$ cat src/rtl/hamming_serial_tx_if.sv
// Handshake and line-side signal bundle for the Hamming(7,4) serial transmitter.
//   in_valid / in_ready : nibble handshake (producer drives valid, transmitter drives ready)
//   in_data [0:3]       : data nibble d[0..3]
//   err_en / err_pos    : optional single-bit error injection, sampled with the nibble
//   code_out [0:6]      : codeword latched at acceptance (including any injected error)
//   tx                  : serial line, idles high
//   busy / done         : frame in progress / one-cycle end-of-frame pulse
// Modports: master = nibble producer, slave = transmitter.
interface hamming_serial_tx_if;
    logic       in_valid;
    logic       in_ready;
    logic [0:3] in_data;
    logic       err_en;
    logic [2:0] err_pos;
    logic [0:6] code_out;
    logic       tx;
    logic       busy;
    logic       done;

    modport master (
        output in_valid, in_data, err_en, err_pos,
        input  in_ready, code_out, tx, busy, done
    );

    modport slave (
        input  in_valid, in_data, err_en, err_pos,
        output in_ready, code_out, tx, busy, done
    );
endinterface

$ cat src/rtl/hamming_serial_tx.sv
// Hamming(7,4) encoder and framed serial transmitter.
// Ports:
//   clk   : system clock, rising edge
//   rst_n : asynchronous active-low reset; aborts any frame in progress
//   bus   : hamming_serial_tx_if.slave (nibble handshake, error injection, codeword, tx line,
//           busy, done)
// Frame: start bit (0), code bits h0..h6, stop bit (1); CLKS_PER_BIT cycles per bit.
// Codeword: h0=d0 h1=d1 h2=d2 h3=d0^d1^d2 h4=d3 h5=d0^d1^d3 h6=d0^d2^d3.
module hamming_serial_tx #(
    parameter int unsigned CLKS_PER_BIT = 4
) (
    input  logic                      clk,
    input  logic                      rst_n,
    hamming_serial_tx_if.slave        bus
);
    localparam int unsigned TimerW = (CLKS_PER_BIT > 1) ? $clog2(CLKS_PER_BIT) : 1;
    localparam logic [TimerW-1:0] TimerLast = TimerW'(CLKS_PER_BIT - 1);

    typedef enum logic [1:0] {StIdle, StStart, StData, StStop} state_e;

    state_e            state_q, state_d;
    logic [TimerW-1:0] timer_q, timer_d;
    logic [2:0]        idx_q, idx_d;
    logic [0:6]        code_q, code_d;
    logic              done_q, done_d;
    logic [0:6]        code_enc;
    logic              bit_end;

    // Encoder with optional single-bit flip; err_pos == 7 means no flip.
    always_comb begin
        code_enc = {bus.in_data[0],
                    bus.in_data[1],
                    bus.in_data[2],
                    bus.in_data[0] ^ bus.in_data[1] ^ bus.in_data[2],
                    bus.in_data[3],
                    bus.in_data[0] ^ bus.in_data[1] ^ bus.in_data[3],
                    bus.in_data[0] ^ bus.in_data[2] ^ bus.in_data[3]};
        if (bus.err_en && (bus.err_pos != 3'd7)) begin
            code_enc[bus.err_pos] = ~code_enc[bus.err_pos];
        end
    end

    assign bit_end = (timer_q == TimerLast);

    always_comb begin
        state_d = state_q;
        timer_d = timer_q;
        idx_d   = idx_q;
        code_d  = code_q;
        done_d  = 1'b0;
        unique case (state_q)
            StIdle: begin
                if (bus.in_valid) begin
                    code_d  = code_enc;
                    timer_d = '0;
                    idx_d   = '0;
                    state_d = StStart;
                end
            end
            StStart: begin
                if (bit_end) begin
                    timer_d = '0;
                    idx_d   = '0;
                    state_d = StData;
                end else begin
                    timer_d = timer_q + TimerW'(1);
                end
            end
            StData: begin
                if (bit_end) begin
                    timer_d = '0;
                    if (idx_q == 3'd6) begin
                        state_d = StStop;
                    end else begin
                        idx_d = idx_q + 3'd1;
                    end
                end else begin
                    timer_d = timer_q + TimerW'(1);
                end
            end
            StStop: begin
                if (bit_end) begin
                    timer_d = '0;
                    done_d  = 1'b1;
                    state_d = StIdle;
                end else begin
                    timer_d = timer_q + TimerW'(1);
                end
            end
            default: state_d = StIdle;
        endcase
    end

    always_ff @(posedge clk or negedge rst_n) begin
        if (!rst_n) begin
            state_q <= StIdle;
            timer_q <= '0;
            idx_q   <= '0;
            code_q  <= '0;
            done_q  <= 1'b0;
        end else begin
            state_q <= state_d;
            timer_q <= timer_d;
            idx_q   <= idx_d;
            code_q  <= code_d;
            done_q  <= done_d;
        end
    end

    // Line and status outputs decode registered state only.
    always_comb begin
        bus.tx = 1'b1;
        unique case (state_q)
            StStart: bus.tx = 1'b0;
            StData:  bus.tx = code_q[idx_q];
            default: bus.tx = 1'b1;
        endcase
    end

    assign bus.in_ready = (state_q == StIdle);
    assign bus.busy     = (state_q != StIdle);
    assign bus.code_out = code_q;
    assign bus.done     = done_q;
endmodule

$ cat src/flat_wrapper.sv
// flat-port wrapper written by rule: the top's interface ports become plain ports
module hamming_serial_tx_flat 
#(
    parameter int unsigned CLKS_PER_BIT = 4
)
  (clk, rst_n, bus_in_valid, bus_in_data, bus_err_en, bus_err_pos, bus_in_ready, bus_code_out, bus_tx, bus_busy, bus_done);
  hamming_serial_tx_if bus_i ();
  input  logic clk;
  input  logic rst_n;
  input wire logic [$bits(bus_i.in_valid)-1:0] bus_in_valid;
  input wire logic [$bits(bus_i.in_data)-1:0] bus_in_data;
  input wire logic [$bits(bus_i.err_en)-1:0] bus_err_en;
  input wire logic [$bits(bus_i.err_pos)-1:0] bus_err_pos;
  output wire logic [$bits(bus_i.in_ready)-1:0] bus_in_ready;
  output wire logic [$bits(bus_i.code_out)-1:0] bus_code_out;
  output wire logic [$bits(bus_i.tx)-1:0] bus_tx;
  output wire logic [$bits(bus_i.busy)-1:0] bus_busy;
  output wire logic [$bits(bus_i.done)-1:0] bus_done;
  assign bus_i.in_valid = bus_in_valid;
  assign bus_i.in_data = bus_in_data;
  assign bus_i.err_en = bus_err_en;
  assign bus_i.err_pos = bus_err_pos;
  assign bus_in_ready = bus_i.in_ready;
  assign bus_code_out = bus_i.code_out;
  assign bus_tx = bus_i.tx;
  assign bus_busy = bus_i.busy;
  assign bus_done = bus_i.done;
  hamming_serial_tx #(.CLKS_PER_BIT(CLKS_PER_BIT)) u_core (.clk(clk), .rst_n(rst_n), .bus(bus_i));
endmodule
$ cat config.mk
export PLATFORM = sky130hd
export DESIGN_NAME = hamming_serial_tx_flat
export DESIGN_NICKNAME = d
export VERILOG_FILES = /design/src/rtl/hamming_serial_tx_if.sv /design/src/rtl/hamming_serial_tx.sv /design/src/flat_wrapper.sv
export SDC_FILE = /design/constraint.sdc
export NUM_CORES = 1
export LEC_CHECK = 0
export BUFFER_PORTS_ARGS = -buffer_cell sky130_fd_sc_hd__buf_2
export CORE_MARGIN = 2
export CORE_UTILIZATION = 57
export DETAILED_ROUTE_END_ITERATION = 16
export PLACE_DENSITY = 0.83
export SKIP_LAST_GASP = 1
export SYNTH_ARGS = -nofsm -noshare
export SYNTH_HDL_FRONTEND = slang
export SYNTH_SLANG_ARGS = --single-unit
$ cat constraint.sdc
create_clock -name clk -period 5 [get_ports clk]
set_input_delay 0.25 -clock clk [delete_from_list [all_inputs] [get_ports clk]]
set_output_delay 0.25 -clock clk [all_outputs]
set_load 0.005 [all_outputs]
==> results.sh <==
export IMPL_syn_avg_cell_area_um2=9.831
export IMPL_synthCells=105
export IMPL_crit_buf_inv=1
export IMPL_coreArea_um2=1708
export IMPL_slew_headroom_pct=70.80
export IMPL_diodes=0
export IMPL_grt_use_total_pct=23.66
export IMPL_cts_root_buf="clkbuf_4"
export IMPL_post_cts_buffers=0
export IMPL_cts_resized_gates=0
export IMPL_r2r_end="u_core.bus.code_out[5]$_DFFE_PN0P_"
export IMPL_antenna_found_initial=0
export IMPL_io_pins=22
export IMPL_cp_required_ns=5.15
export IMPL_wl_per_cell_um=14.81
export IMPL_final_cell_mix="21 x buf_2, 15 x dfrtp_1, 9 x o21ai_0"
export IMPL_fp_row_count=15
export IMPL_fmax_ghz=0.4881
export IMPL_hp_start="bus_in_valid"
export IMPL_drtIter0Drc=14
export IMPL_start_util_pct=60.44
export IMPL_gp_congestion=0.8759
export IMPL_grt_ovfl_total=0
export IMPL_outcome="finished, final reports clean"
export IMPL_clk_latency_ns=0.28
export IMPL_vdd_ir_drop_worst_mv=0.4197
export IMPL_clk_pin_slew_ns=0.09
export IMPL_regToRegStartpoint="u_core.state_q[0]$_DFFE_PN0P_"
export IMPL_ys_ff_latch=15
export IMPL_hold_violations=0
export IMPL_cts_inserted_buffers=3
export IMPL_dp_hpwl_mm=1.791
export IMPL_dieHeight_um=46.56
export IMPL_cp_end_kind="flip-flop"
export IMPL_placed_area_um2=1160
export IMPL_synthesis_nets=123
export IMPL_htree_levels=1
export IMPL_grt_pass1_vias=841
export IMPL_hp_class="in -> reg"
export IMPL_period_needed_ns=2.049
export IMPL_cts_tree="built"
export IMPL_design_area_um2=1196
export IMPL_arrival_ns=2.20
export IMPL_worst_path_stages=6
export IMPL_r2r_cells=6
export IMPL_startpoint_type="flip-flop"
export IMPL_drive_gt1_share_pct=25.58
export IMPL_worstPathMaxFanout=13
export IMPL_p_per_area_nw_per_um2=557.1
export IMPL_maxSlewViolCount=0
export IMPL_num_vias=897
export IMPL_ant_nets=0
export IMPL_path_class="reg -> reg"
export IMPL_dr_pass1_iters=4
export IMPL_cap_violations=0
export IMPL_cp_top_family="compound AO/OA/AOI/OAI gates"
export IMPL_netlist_cell_type_count=38
export IMPL_grt_pass1_wl_mm=3.650
export IMPL_final_common_cell="buf_2"
export IMPL_cp_slowest_cell="dfrtp_1"
export IMPL_rsz0062_at_grt="no"
export IMPL_setup_tns_ns=0
export IMPL_remaining_drc_errors=0
export IMPL_fin_crit_sh_pct=40.98
export IMPL_yosys_warnings=0
export IMPL_clock_path_buffers=2
export IMPL_fin_nets=148
export IMPL_crit_path_end="u_core.bus.code_out[5]$_DFFE_PN0P_"
export IMPL_syn2layout_area_growth_pct=15.88
export IMPL_p_leak_nw=0.5201
export IMPL_cts_sinks=15
export IMPL_cp_cell_sequence="inv_1 -> ha_1 -> and2_1 -> o21ai_1 -> a31oi_4 -> a31oi_1"
export IMPL_critPathMaxStageDelay_ns=0.43
export IMPL_worstSetupStartpoint="u_core.state_q[0]$_DFFE_PN0P_"
export IMPL_netlist_area_um2=1032
export IMPL_io_buffers=21
export IMPL_grt_max_degree=16
export IMPL_setup_viol=0
export IMPL_drt_wl_total_mm=2.280
export IMPL_final_setup_skew_ns=0.004280
export IMPL_worst_pin_slew_ns=0.4370
export IMPL_yosysSeqAreaShare_pct=36.36
export IMPL_die_area_um2=2167
export IMPL_die_x_um=46.56
export IMPL_holdBufCountCts=1
export IMPL_avgViaCountPerCell=5.825
export IMPL_r2r_slack_ns=2.95
-- per-stage QoR --
step	worst slack, ns	std cells	utilization (%)	power [mW]	hold WS (ns)
3_5_place_dp	3.035	149	67.91	0.5951	0.1709
3_3_place_gp	3.163	149	67.91	0.5652	0.1688
4_1_cts	2.992	154	70.04	0.6680	0.1910
6_report	2.951	154	70.04	0.6664	0.1992
2_1_floorplan	3.319	105	-	0.4785	-0.04559
5_1_grt	2.861	154	70.04	0.7149	0.2058
-- cells by family (layout without fill, tap and decap cells) --
| logic type | after synthesis | count (layout) | share of synthesized area (%) |
|---|---|---|---|
| adder cells (fa/ha/maj) | 7 | 7 | 8.484 |
| XOR/XNOR | 4 | 4 | 4.849 |
| buffers and inverters | 8 | 32 | 3.029 |
| flip-flops | 15 | 15 | 36.36 |
| multiplexers | 5 | 5 | 6.182 |
| AND/OR/NAND/NOR | 36 | 36 | 20.00 |
| AO/OA/AOI/OAI | 30 | 30 | 21.09 |
-- sequential cells by signal (all words and copies together) (netlist names) --
| signal | count |
|---|---|
| u_core.state_q | 2 |
| u_core.timer_q | 2 |
| u_core.bus.done | 1 |
| u_core.bus.code_out | 7 |
| u_core.idx_q | 3 |
-- cell type report --
type,count,area [um^2]
clock buffers,4,26.28
fillers,147,511.7
inverters,6,22.52
multi-input cells,82,625.6
flip-flops and latches,15,375.4
well taps,25,31.28
repair buffers,22,115.1
-- worst register-to-register path, stage by stage (launching register included) --
cell,delay [ns]
dfrtp_1,0.43
inv_1,0.10
ha_1,0.35
and2_1,0.44
o21ai_1,0.18
a31oi_4,0.28
a31oi_1,0.14
-- power breakdown --
part	leakage, nW	switching (mW)	internal [mW]	total, mW
registers	0.180	0.0483	0.175	0.223
clock network	0.0150	0.0403	0.0310	0.0712
logic	0.325	0.192	0.180	0.372
-- cells in the mapped netlist, drive strengths merged --
| cell type | number | share of area (%) |
|---|---|---|
| mux2i | 3 | 2.9 |
| xor3 | 1 | 2.3 |
| inv | 6 | 2.2 |
| a31oi | 5 | 4.5 |
| nor4 | 1 | 0.61 |
| xnor2 | 3 | 2.5 |
| and2b | 1 | 0.85 |
| mux2 | 1 | 1.1 |
| clkbuf | 1 | 0.36 |
| nand2b | 5 | 3.0 |
| or3 | 3 | 1.9 |
| a21bo | 1 | 0.97 |
| o22a | 1 | 0.85 |
| a2111oi | 1 | 2.7 |
| nand3 | 2 | 0.97 |
| nor2 | 7 | 2.5 |
| and3 | 1 | 0.73 |
| a21oi | 4 | 1.9 |
| a22o | 1 | 0.85 |
| and2 | 2 | 1.3 |
| a211oi | 1 | 0.73 |
| nor3 | 5 | 2.9 |
| o21ai | 10 | 4.8 |
| buf | 1 | 0.48 |
| nor4bb | 1 | 0.97 |
| dfrtp | 15 | 36 |
| nor2b | 2 | 1.2 |
| nand2 | 4 | 1.5 |
| o22ai | 5 | 3.0 |
| nand3b | 2 | 1.5 |
| mux4 | 1 | 2.2 |
| ha | 7 | 8.5 |
| o21bai | 1 | 0.73 |
-- worst min-delay path by stage --
stage                                                     to  slack, ns  depth (start not counted)
after floorplan           u_core.bus.code_out[0]$_DFFE_PN0P_      -0.05                          0
after global placement           u_core.idx_q[1]$_DFFE_PN0P_       0.17                          1
after detailed placement         u_core.idx_q[1]$_DFFE_PN0P_       0.17                          1
after CTS                 u_core.bus.code_out[0]$_DFFE_PN0P_       0.19                          2
after global routing      u_core.bus.code_out[1]$_DFFE_PN0P_       0.21                          2
final                          u_core.timer_q[0]$_DFFE_PN0P_       0.20                          2
-- per-layer routing --
layer | GRT usage, % | part of all wire (%)
met1 | 28.12 | 42
met2 | 44.44 | 53
met3 | 3.529 | 5.0
met4 | 4.571 | 0.44
met5 | 0 | 0
(Power assumes the default switching activity.)
